===== src/rtl/instr_encoder.sv =====
// instr_encoder: turns symbolic MIPS instruction fields into 32-bit machine words. It queues
// each word with its target word address in a small FIFO and writes them into instruction
// memory through a req/ack port.
//
// Ports:
//   clk, reset              clock and synchronous active-high reset
//   load_base, base         set the next enqueue address, flush the FIFO, abort a write in flight
//   in_valid/in_ready       handshake for the instruction fields
//   in_op, in_rs, in_rt,    mnemonic select and register/shift fields
//   in_rd, in_shamt
//   in_imm                  imm16, absolute branch target (word), or J target26
//   mem_we/mem_addr/        memory write request, held stable until mem_ack
//   mem_wdata/mem_ack
//   count                   words written since reset/load_base (saturating)
//   err, err_addr           sticky branch-range error and the address of the first bad branch
module instr_encoder #(
  parameter int unsigned ADDR_W = 10,
  parameter int unsigned DEPTH  = 4
) (
  input  logic              clk,
  input  logic              reset,
  input  logic              load_base,
  input  logic [ADDR_W-1:0] base,
  input  logic              in_valid,
  output logic              in_ready,
  input  logic [3:0]        in_op,
  input  logic [4:0]        in_rs,
  input  logic [4:0]        in_rt,
  input  logic [4:0]        in_rd,
  input  logic [4:0]        in_shamt,
  input  logic [25:0]       in_imm,
  output logic              mem_we,
  output logic [ADDR_W-1:0] mem_addr,
  output logic [31:0]       mem_wdata,
  input  logic              mem_ack,
  output logic [ADDR_W:0]   count,
  output logic              err,
  output logic [ADDR_W-1:0] err_addr
);

  localparam int unsigned PtrW = $clog2(DEPTH);
  localparam int unsigned OffW = ADDR_W + 1;

  localparam logic [3:0] OpAdd  = 4'd0;
  localparam logic [3:0] OpSlt  = 4'd1;
  localparam logic [3:0] OpAnd  = 4'd2;
  localparam logic [3:0] OpOr   = 4'd3;
  localparam logic [3:0] OpNor  = 4'd4;
  localparam logic [3:0] OpSub  = 4'd5;
  localparam logic [3:0] OpSll  = 4'd6;
  localparam logic [3:0] OpSrl  = 4'd7;
  localparam logic [3:0] OpAddi = 4'd8;
  localparam logic [3:0] OpAndi = 4'd9;
  localparam logic [3:0] OpOri  = 4'd10;
  localparam logic [3:0] OpLw   = 4'd11;
  localparam logic [3:0] OpSw   = 4'd12;
  localparam logic [3:0] OpBeq  = 4'd13;
  localparam logic [3:0] OpBne  = 4'd14;
  localparam logic [3:0] OpJ    = 4'd15;

  typedef enum logic [0:0] {StIdle, StWrite} state_e;

  state_e              state_q, state_d;
  logic                mem_we_q, mem_we_d;
  logic [ADDR_W-1:0]   mem_addr_q, mem_addr_d;
  logic [31:0]         mem_wdata_q, mem_wdata_d;
  logic [ADDR_W:0]     count_q, count_d;
  logic                err_q, err_d;
  logic [ADDR_W-1:0]   err_addr_q, err_addr_d;
  logic [ADDR_W-1:0]   enq_addr_q, enq_addr_d;
  logic [PtrW:0]       wr_ptr_q, wr_ptr_d, rd_ptr_q, rd_ptr_d;

  logic [ADDR_W-1:0]   fifo_addr_q [DEPTH];
  logic [31:0]         fifo_data_q [DEPTH];

  logic [PtrW:0]       occ;
  logic                fifo_full, fifo_empty;
  logic [PtrW-1:0]     head_idx, next_idx, wr_idx;
  logic                push, pop;

  // ---------------------------------------------------------------------------------------------
  // Encode stage
  // ---------------------------------------------------------------------------------------------
  logic [OffW-1:0]     br_off;
  logic signed [31:0]  br_off_ext;
  logic                is_r, is_shift, is_br, is_j, br_oor;
  logic [5:0]          funct, opcode;
  logic [31:0]         enc_word;

  // Branch offset is relative to the word after the branch. The extra bit keeps the difference
  // of two ADDR_W-bit addresses exact before it is range checked.
  assign br_off     = {1'b0, in_imm[ADDR_W-1:0]} - {1'b0, enq_addr_q} - OffW'(1);
  assign br_off_ext = 32'($signed(br_off));

  always_comb begin
    is_r     = 1'b0;
    is_shift = 1'b0;
    is_br    = 1'b0;
    is_j     = 1'b0;
    funct    = 6'h00;
    opcode   = 6'h00;
    case (in_op)
      OpAdd:  begin is_r = 1'b1; funct = 6'h20; end
      OpSlt:  begin is_r = 1'b1; funct = 6'h2a; end
      OpAnd:  begin is_r = 1'b1; funct = 6'h24; end
      OpOr:   begin is_r = 1'b1; funct = 6'h25; end
      OpNor:  begin is_r = 1'b1; funct = 6'h27; end
      OpSub:  begin is_r = 1'b1; funct = 6'h22; end
      OpSll:  begin is_r = 1'b1; is_shift = 1'b1; funct = 6'h00; end
      OpSrl:  begin is_r = 1'b1; is_shift = 1'b1; funct = 6'h02; end
      OpAddi: opcode = 6'h08;
      OpAndi: opcode = 6'h0c;
      OpOri:  opcode = 6'h0d;
      OpLw:   opcode = 6'h23;
      OpSw:   opcode = 6'h2b;
      OpBeq:  begin opcode = 6'h04; is_br = 1'b1; end
      OpBne:  begin opcode = 6'h05; is_br = 1'b1; end
      OpJ:    begin opcode = 6'h02; is_j = 1'b1; end
      default: ;
    endcase

    if (is_j) begin
      enc_word = {opcode, in_imm};
    end else if (is_r) begin
      enc_word = {6'h00, is_shift ? 5'd0 : in_rs, in_rt, in_rd,
                  is_shift ? in_shamt : 5'd0, funct};
    end else if (is_br) begin
      enc_word = {opcode, in_rs, in_rt, br_off_ext[15:0]};
    end else begin
      enc_word = {opcode, in_rs, in_rt, in_imm[15:0]};
    end

    // Unreachable for ADDR_W <= 15 but kept so wider builds still flag bad branches.
    br_oor = is_br && ((br_off_ext > 32'sd32767) || (br_off_ext < -32'sd32768));
  end

  // ---------------------------------------------------------------------------------------------
  // FIFO bookkeeping
  // ---------------------------------------------------------------------------------------------
  assign occ        = wr_ptr_q - rd_ptr_q;
  assign fifo_full  = (occ == (PtrW+1)'(DEPTH));
  assign fifo_empty = (occ == '0);
  assign head_idx   = rd_ptr_q[PtrW-1:0];
  assign next_idx   = head_idx + PtrW'(1);
  assign wr_idx     = wr_ptr_q[PtrW-1:0];
  assign in_ready   = !fifo_full;
  assign push       = in_valid && in_ready && !load_base;

  // ---------------------------------------------------------------------------------------------
  // Write FSM and next-state logic
  // ---------------------------------------------------------------------------------------------
  always_comb begin
    state_d     = state_q;
    mem_we_d    = mem_we_q;
    mem_addr_d  = mem_addr_q;
    mem_wdata_d = mem_wdata_q;
    count_d     = count_q;
    pop         = 1'b0;
    err_d       = err_q;
    err_addr_d  = err_addr_q;
    enq_addr_d  = enq_addr_q;

    unique case (state_q)
      StIdle: begin
        if (!fifo_empty) begin
          mem_addr_d  = fifo_addr_q[head_idx];
          mem_wdata_d = fifo_data_q[head_idx];
          mem_we_d    = 1'b1;
          state_d     = StWrite;
        end
      end
      StWrite: begin
        if (mem_ack) begin
          pop     = 1'b1;
          count_d = (count_q == '1) ? count_q : count_q + (ADDR_W+1)'(1);
          // Head stays in the FIFO while it is on the bus, so the follower is at head+1.
          if (occ > (PtrW+1)'(1)) begin
            mem_addr_d  = fifo_addr_q[next_idx];
            mem_wdata_d = fifo_data_q[next_idx];
          end else begin
            mem_we_d = 1'b0;
            state_d  = StIdle;
          end
        end
      end
      default: state_d = StIdle;
    endcase

    if (push) begin
      enq_addr_d = enq_addr_q + ADDR_W'(1);
      if (br_oor) begin
        err_d = 1'b1;
        if (!err_q) err_addr_d = enq_addr_q;
      end
    end

    rd_ptr_d = rd_ptr_q + (PtrW+1)'(pop);
    wr_ptr_d = wr_ptr_q + (PtrW+1)'(push);

    if (load_base) begin
      state_d    = StIdle;
      mem_we_d   = 1'b0;
      count_d    = '0;
      enq_addr_d = base;
      rd_ptr_d   = wr_ptr_q;
    end
  end

  always_ff @(posedge clk) begin
    if (push) begin
      fifo_addr_q[wr_idx] <= enq_addr_q;
      fifo_data_q[wr_idx] <= enc_word;
    end
  end

  always_ff @(posedge clk) begin
    if (reset) begin
      state_q     <= StIdle;
      mem_we_q    <= 1'b0;
      mem_addr_q  <= '0;
      mem_wdata_q <= '0;
      count_q     <= '0;
      err_q       <= 1'b0;
      err_addr_q  <= '0;
      enq_addr_q  <= '0;
      wr_ptr_q    <= '0;
      rd_ptr_q    <= '0;
    end else begin
      state_q     <= state_d;
      mem_we_q    <= mem_we_d;
      mem_addr_q  <= mem_addr_d;
      mem_wdata_q <= mem_wdata_d;
      count_q     <= count_d;
      err_q       <= err_d;
      err_addr_q  <= err_addr_d;
      enq_addr_q  <= enq_addr_d;
      wr_ptr_q    <= wr_ptr_d;
      rd_ptr_q    <= rd_ptr_d;
    end
  end

  assign mem_we    = mem_we_q;
  assign mem_addr  = mem_addr_q;
  assign mem_wdata = mem_wdata_q;
  assign count     = count_q;
  assign err       = err_q;
  assign err_addr  = err_addr_q;

endmodule


===== config.mk =====
export PLATFORM = sky130hd
export DESIGN_NAME = instr_encoder
export DESIGN_NICKNAME = d
export VERILOG_FILES = /design/src/rtl/instr_encoder.sv
export SDC_FILE = /design/constraint.sdc
export NUM_CORES = 1
export LEC_CHECK = 0
export CORE_ASPECT_RATIO = 0.5
export CORE_MARGIN = 10
export CORE_UTILIZATION = 30
export CTS_BUF_LIST = sky130_fd_sc_hd__clkbuf_2 sky130_fd_sc_hd__clkbuf_4 sky130_fd_sc_hd__clkbuf_8
export CTS_CLUSTER_DIAMETER = 80
export DETAILED_ROUTE_END_ITERATION = 16
export PLACE_DENSITY = 0.56
export SLEW_MARGIN = 20
export SYNTH_ARGS = -nofsm -noshare
export SYNTH_HDL_FRONTEND = slang
export SYNTH_SLANG_ARGS = --single-unit
export TNS_END_PERCENT = 5

===== constraint.sdc =====
create_clock -name clk -period 8.2 [get_ports clk]
set_clock_uncertainty 0.15 [all_clocks]
set_input_delay 1.64 -clock clk [delete_from_list [all_inputs] [get_ports clk]]
set_output_delay 1.64 -clock clk [all_outputs]
set_load 0.005 [all_outputs]

[After elaboration in Yosys (flattened, before gate mapping)]
Memories as Yosys holds them, arrays and structs flattened. A register that Yosys moved wholly into a read port is not among the register bits.
Cells that the tools add are included.
Storage, ports and cells
  word-level logic and storage cells: 101
  memories: 2
  output and inout bits: 66
  bits of input ports: 65
  register bits after elaboration: 82
  memory bits (writable): 168
Memories
  fifo_data_q: words 4, width 32, read ports 2, clocked after memory_dff 1, wr ports 1, RTL line 74  | logic [31:0] fifo_data_q [DEPTH];
  fifo_addr_q: words 4, width 10, read ports 2, clocked after memory_dff 1, wr ports 1, RTL line 73  | logic [ADDR_W-1:0] fifo_addr_q [DEPTH];
Operators by class
  mux-type cells: 36
  $lt $le $gt $ge: 3
  eq/ne operators: 21
  bitwise logic cells: 3
  $add $sub $neg: 8
  reductions and logical operators: 18
Operators with widths (count)
  $mux 32: 5
  $pmux 32 s2: 1
  $mux 10: 5
  $pmux 6 s8: 1
  $pmux 6 s7: 1
  $eq 4x4->1 const B: 8
  $pmux 10 s2: 1
  $eq 4x3->1 const B: 4
  $gt 11x16->1 const B: 1
  $lt 11x16->1 const B: 1
  $mux 16: 1
  $mux 1: 14
  $reduce_and 3->1: 4
  $add 11x1->11 const B: 1
  $eq 11x11->1 const B: 1
  $sub 10x10->11: 1
  $sub 11x1->11 const B: 1
  $add 10x1->10 const B: 1
  $mux 5: 2
  $eq 4x2->1 const B: 2
  $reduce_or 8->1: 1
  $add 3x1->3: 2
  $ne 2x2->1 const B: 3
  $reduce_or 2->1: 3
  17 further kinds: 24

[Longest topological paths before layout]
  depth after elaboration: 7
  depth in mapped cells: 11

[Least setup slack after synthesis]
No wires, ideal clock.
  path type: input port to flip-flop
  from: input load_base
  to: memory fifo_addr_q[0][0], enable pin
  library setup time: 541 ps
  slack: 1659 ps
  stages on the path: 2
  data required time: 7509 ps
  arrival time: 5849 ps
  buffers on the path: 1
  path through: clkbuf_1 > nor4_1
On the way
  word-level cells in the longest chain between the ends: 4
Ends and longest elaborated chain
  start: declaration: RTL line 22  | input logic load_base,
  $logic_not 1->1: RTL line 147  | assign push = in_valid && in_ready && !load_base;
  $logic_and 1x1->1: RTL line 147
  $mux 1: RTL line 210  | if (push) begin
  $mux 1 (implied by the code): RTL line 211  | fifo_addr_q[wr_idx] <= enq_addr_q;
  end: declaration: RTL line 73
No other way between the ends.

[Worst setup path in the final report]
  from: register rd_ptr_q[0]
  to: output in_ready
On the way
  word-level cells in the longest chain between the ends: 3
Ends and longest elaborated chain
  start: declaration: RTL line 71  | logic [PtrW:0] wr_ptr_q, wr_ptr_d, rd_ptr_q, rd_ptr_d;
  start signal: assignment: RTL line 238  | rd_ptr_q <= rd_ptr_d;
  $sub 3x3->3: RTL line 140  | assign occ = wr_ptr_q - rd_ptr_q;
  $eq 3x3->1: RTL line 141  | assign fifo_full = (occ == (PtrW+1)'(DEPTH));
  $logic_not 1->1: RTL line 146  | assign in_ready = !fifo_full;
  end: declaration: RTL line 25  | output logic in_ready,
No other way between the ends.

==> results.sh <==
export IMPL_outcome="finished, final reports clean"
export IMPL_maxCapViolations=0
export IMPL_gr_total_overflow=0
export IMPL_p_sw_uw=877
export IMPL_cts_resized=0
export IMPL_antenna_left=0
export IMPL_post_cts_repair_setup_buffers=0
export IMPL_intPower_mw=2.34
export IMPL_place_congestion=0.844
export IMPL_drt_iter0_drc=442
export IMPL_die_area_mm2=0.0487
export IMPL_slew_headroom=0.371
export IMPL_cts_clk_slew_worst_paths_ns=0.07
export IMPL_final_setup_viol_count=0
export IMPL_syn_avg_cell_area_um2=14.1
export IMPL_tightest_slew_ns=0.935
export IMPL_cts_sinks=245
export IMPL_grt_pass1_wl_um=45900
export IMPL_synth_nets=933
export IMPL_num_rows=51
export IMPL_yosys_area_top_type="edfxtp_1"
export IMPL_worstSetupPathType="reg -> out"
export IMPL_synthArstFlopShare=0
export IMPL_synth_top_flop_cell="edfxtp_1"
export IMPL_hold_viol_final=0
export IMPL_comb_power_share=0.187
export IMPL_clockPowerShare=0.358
export IMPL_holdCritPathClass="reg -> reg"
export IMPL_drcViolationCount=0
export IMPL_ir_drop_uv=123
export IMPL_grt_pass1_vias=7998
export IMPL_syn_cell_area_mm2=0.0119
export IMPL_firstDrtPassIters=5
export IMPL_fmax_mhz=193
export IMPL_insertion_delay_ns=0.58
export IMPL_yosysUniqueCellTypes=63
export IMPL_pre_cts_slack_ns=3.43
export IMPL_synth_top_cell_area_share=0.413
export IMPL_pin_count=131
export IMPL_fin_ws_ns=3.03
export IMPL_path_max_fanout=43
export IMPL_final_nets=1057
export IMPL_crit_path_end_kind="output pin"
export IMPL_grtUsageTotal=0.119
export IMPL_cts_tree="done"
export IMPL_critPathLaunchType="flop"
export IMPL_viasPerCell=4.96
export IMPL_fp_dieW_um=302
export IMPL_sw_frac_of_total=0.272
export IMPL_wl_um=29800
export IMPL_synthTopCellsByArea="edfxtp_1 (41%), mux4_2 (15%), dfxtp_1 (14%)"
export IMPL_synth_edf_count=164
export IMPL_p_per_area_mw_per_mm2=221
export IMPL_cts_hold_buf=0
export IMPL_portBuffers=129
export IMPL_drive_gt1_frac=0.226
export IMPL_diodes=0
export IMPL_tns_ns=0
export IMPL_htreeDepth=2
export IMPL_critPathRequiredTime_ns=6.41
export IMPL_start_util=0.306
export IMPL_netlist_instances=849
export IMPL_dpl_hpwl_um=19400
export IMPL_syn2layout_area_growth_pct=22.2
export IMPL_arrival_ns=3.38
export IMPL_fin_crit_sh=0.630
export IMPL_core_mm2=0.0391
export IMPL_cts_buffers=40
export IMPL_synth_seq_area_share=0.548
export IMPL_slew_violations=0
export IMPL_grt_max_degree=86
export IMPL_yosysWarnings=0
export IMPL_power_leakage_nw=4.67
export IMPL_cts_buffer_depth=3
export IMPL_antenna_found_initial=0
export IMPL_die_h_um=161
export IMPL_root_buffer="clkbuf_8"
export IMPL_hold_ws_ns=0.318
export IMPL_rsz0062_at_grt="false"
export IMPL_p_seq_frac=0.455
export IMPL_ys_seq_elements=245
export IMPL_fin_crit_ns=5.17
export IMPL_num_vias=7617
export IMPL_routedWlPerCell_um=19.4
## logic make-up (layout without fill, tap and decap cells)
| logic type | Yosys count | after routing | share of synthesized area |
|---|---|---|---|
| other | 1 | 1 | 0.000314 |
| muxes | 133 | 133 | 0.196 |
| DFF | 245 | 245 | 0.548 |
| AOI/OAI and AO/OA | 143 | 143 | 0.101 |
| adders and majority gates | 20 | 20 | 0.0220 |
| and+or+nand+nor | 200 | 200 | 0.0807 |
| xor gates and xnor gates | 23 | 23 | 0.0194 |
| buffers and inverters | 84 | 240 | 0.0320 |
## power groups by stage
stage                     clock network, mW  registers [mW]  logic, mW
after floorplan                           0            1.48      0.390
after global placement                    0            1.49      0.597
after detailed placement                  0            1.50      0.604
after CTS                              1.19            1.47      0.607
after global routing                   1.25            1.48      0.656
final                                  1.15            1.47      0.602
## per-layer routing
metal | vias to the layer above | track usage | routed length [um]
li1 | 3544 | - | -
met1 | 3872 | 0.143 | 12400
met2 | 149 | 0.212 | 15500
met3 | 52 | 0.0232 | 1220
met4 | 0 | 0.0388 | 707
met5 | - | 0 | 0
## synthesized netlist by cell type (6+ instances only)
cell type  count
edfxtp_1     164
dfxtp_1       81
mux4_2        80
nor2_1        72
mux2i_1       46
a211oi_2      42
nand2_1       37
clkbuf_1      29
inv_1         28
a21oi_1       26
nor2b_1       24
o21ai_0       24
nor3_1        18
xnor2_1       18
ha_1          17
nand3_1       13
buf_2         11
a211oi_1       7
mux2_2         7
buf_1          6
buf_4          6
o221ai_1       6
## final cells by class
cell class                 instances  area, um2
fill                            3745      24500
sequential                       245       6560
multi-input combinational        520       5030
timing repair buffer             138       1380
clock buffer                      55        676
tap                              530        663
clock inverter                    19        173
inverter                          28        105
## critical path, stage by stage, from the launching register on
cell	delay, ns
dfxtp_4	0.88
ha_1	0.29
inv_1	0.06
fa_1	0.55
nor2b_1	0.42
nand2_1	0.14
clkdlybuf4s50_1	0.48
## stage by stage
stage	total power, mW	std cells	instance area, um2	utilization
3_3_place_gp	2.09	1459	13700	0.351
2_1_floorplan	1.87	849	11900	-
4_1_cts	3.27	1533	14500	0.372
6_report	3.22	1535	14600	0.374
5_1_grt	3.39	1535	14600	0.374
3_5_place_dp	2.10	1459	13700	0.351
## registers in the layout (all words and copies together), names as in the netlist
signal       flops
fifo_data_q    124
rd_ptr_q         3
err              1
enq_addr_q      10
state_q          1
err_addr        10
wr_ptr_q         3
mem_wdata       31
mem_we           1
fifo_addr_q     40
count           11
mem_addr        10
## worst paths after layout
check                                              start                      endpoint  slack, ns  cells after the start
worst max-delay path              rd_ptr_q[0]$_SDFF_PP0_                      in_ready       3.03                      6
worst min-delay path            err_addr[3]$_SDFFE_PP0P_      err_addr[3]$_SDFFE_PP0P_       0.32                      1
worst max register to register    rd_ptr_q[0]$_SDFF_PP0_  fifo_data_q[3][16]$_DFFE_PP_       4.42                      8
worst min register to register  err_addr[3]$_SDFFE_PP0P_      err_addr[3]$_SDFFE_PP0P_       0.32                      1
## cell usage in the layout, fill, tap and decap left out, types with 4 or more instances in the layout
master and instances:
nor2b_1 24, dfxtp_1 78, xnor2_1 18, clkbuf_4 13, a211oi_2 42, nor2_1 72
o221ai_1 6, clkdlybuf4s50_1 127, a211oi_1 7, clkbuf_8 42, buf_4 8, inv_1 28
clkinv_1 6, nand3_1 13, mux2i_1 46, a21o_1 4, clkinv_2 7, ha_1 17
o21ai_0 24, a32oi_1 4, nand4_1 5, mux2_2 7, edfxtp_1 164, or3_1 5
nand2_1 37, nor3_1 18, mux4_2 80, a21oi_1 26, or2_2 4
(Power assumes the default switching activity.)
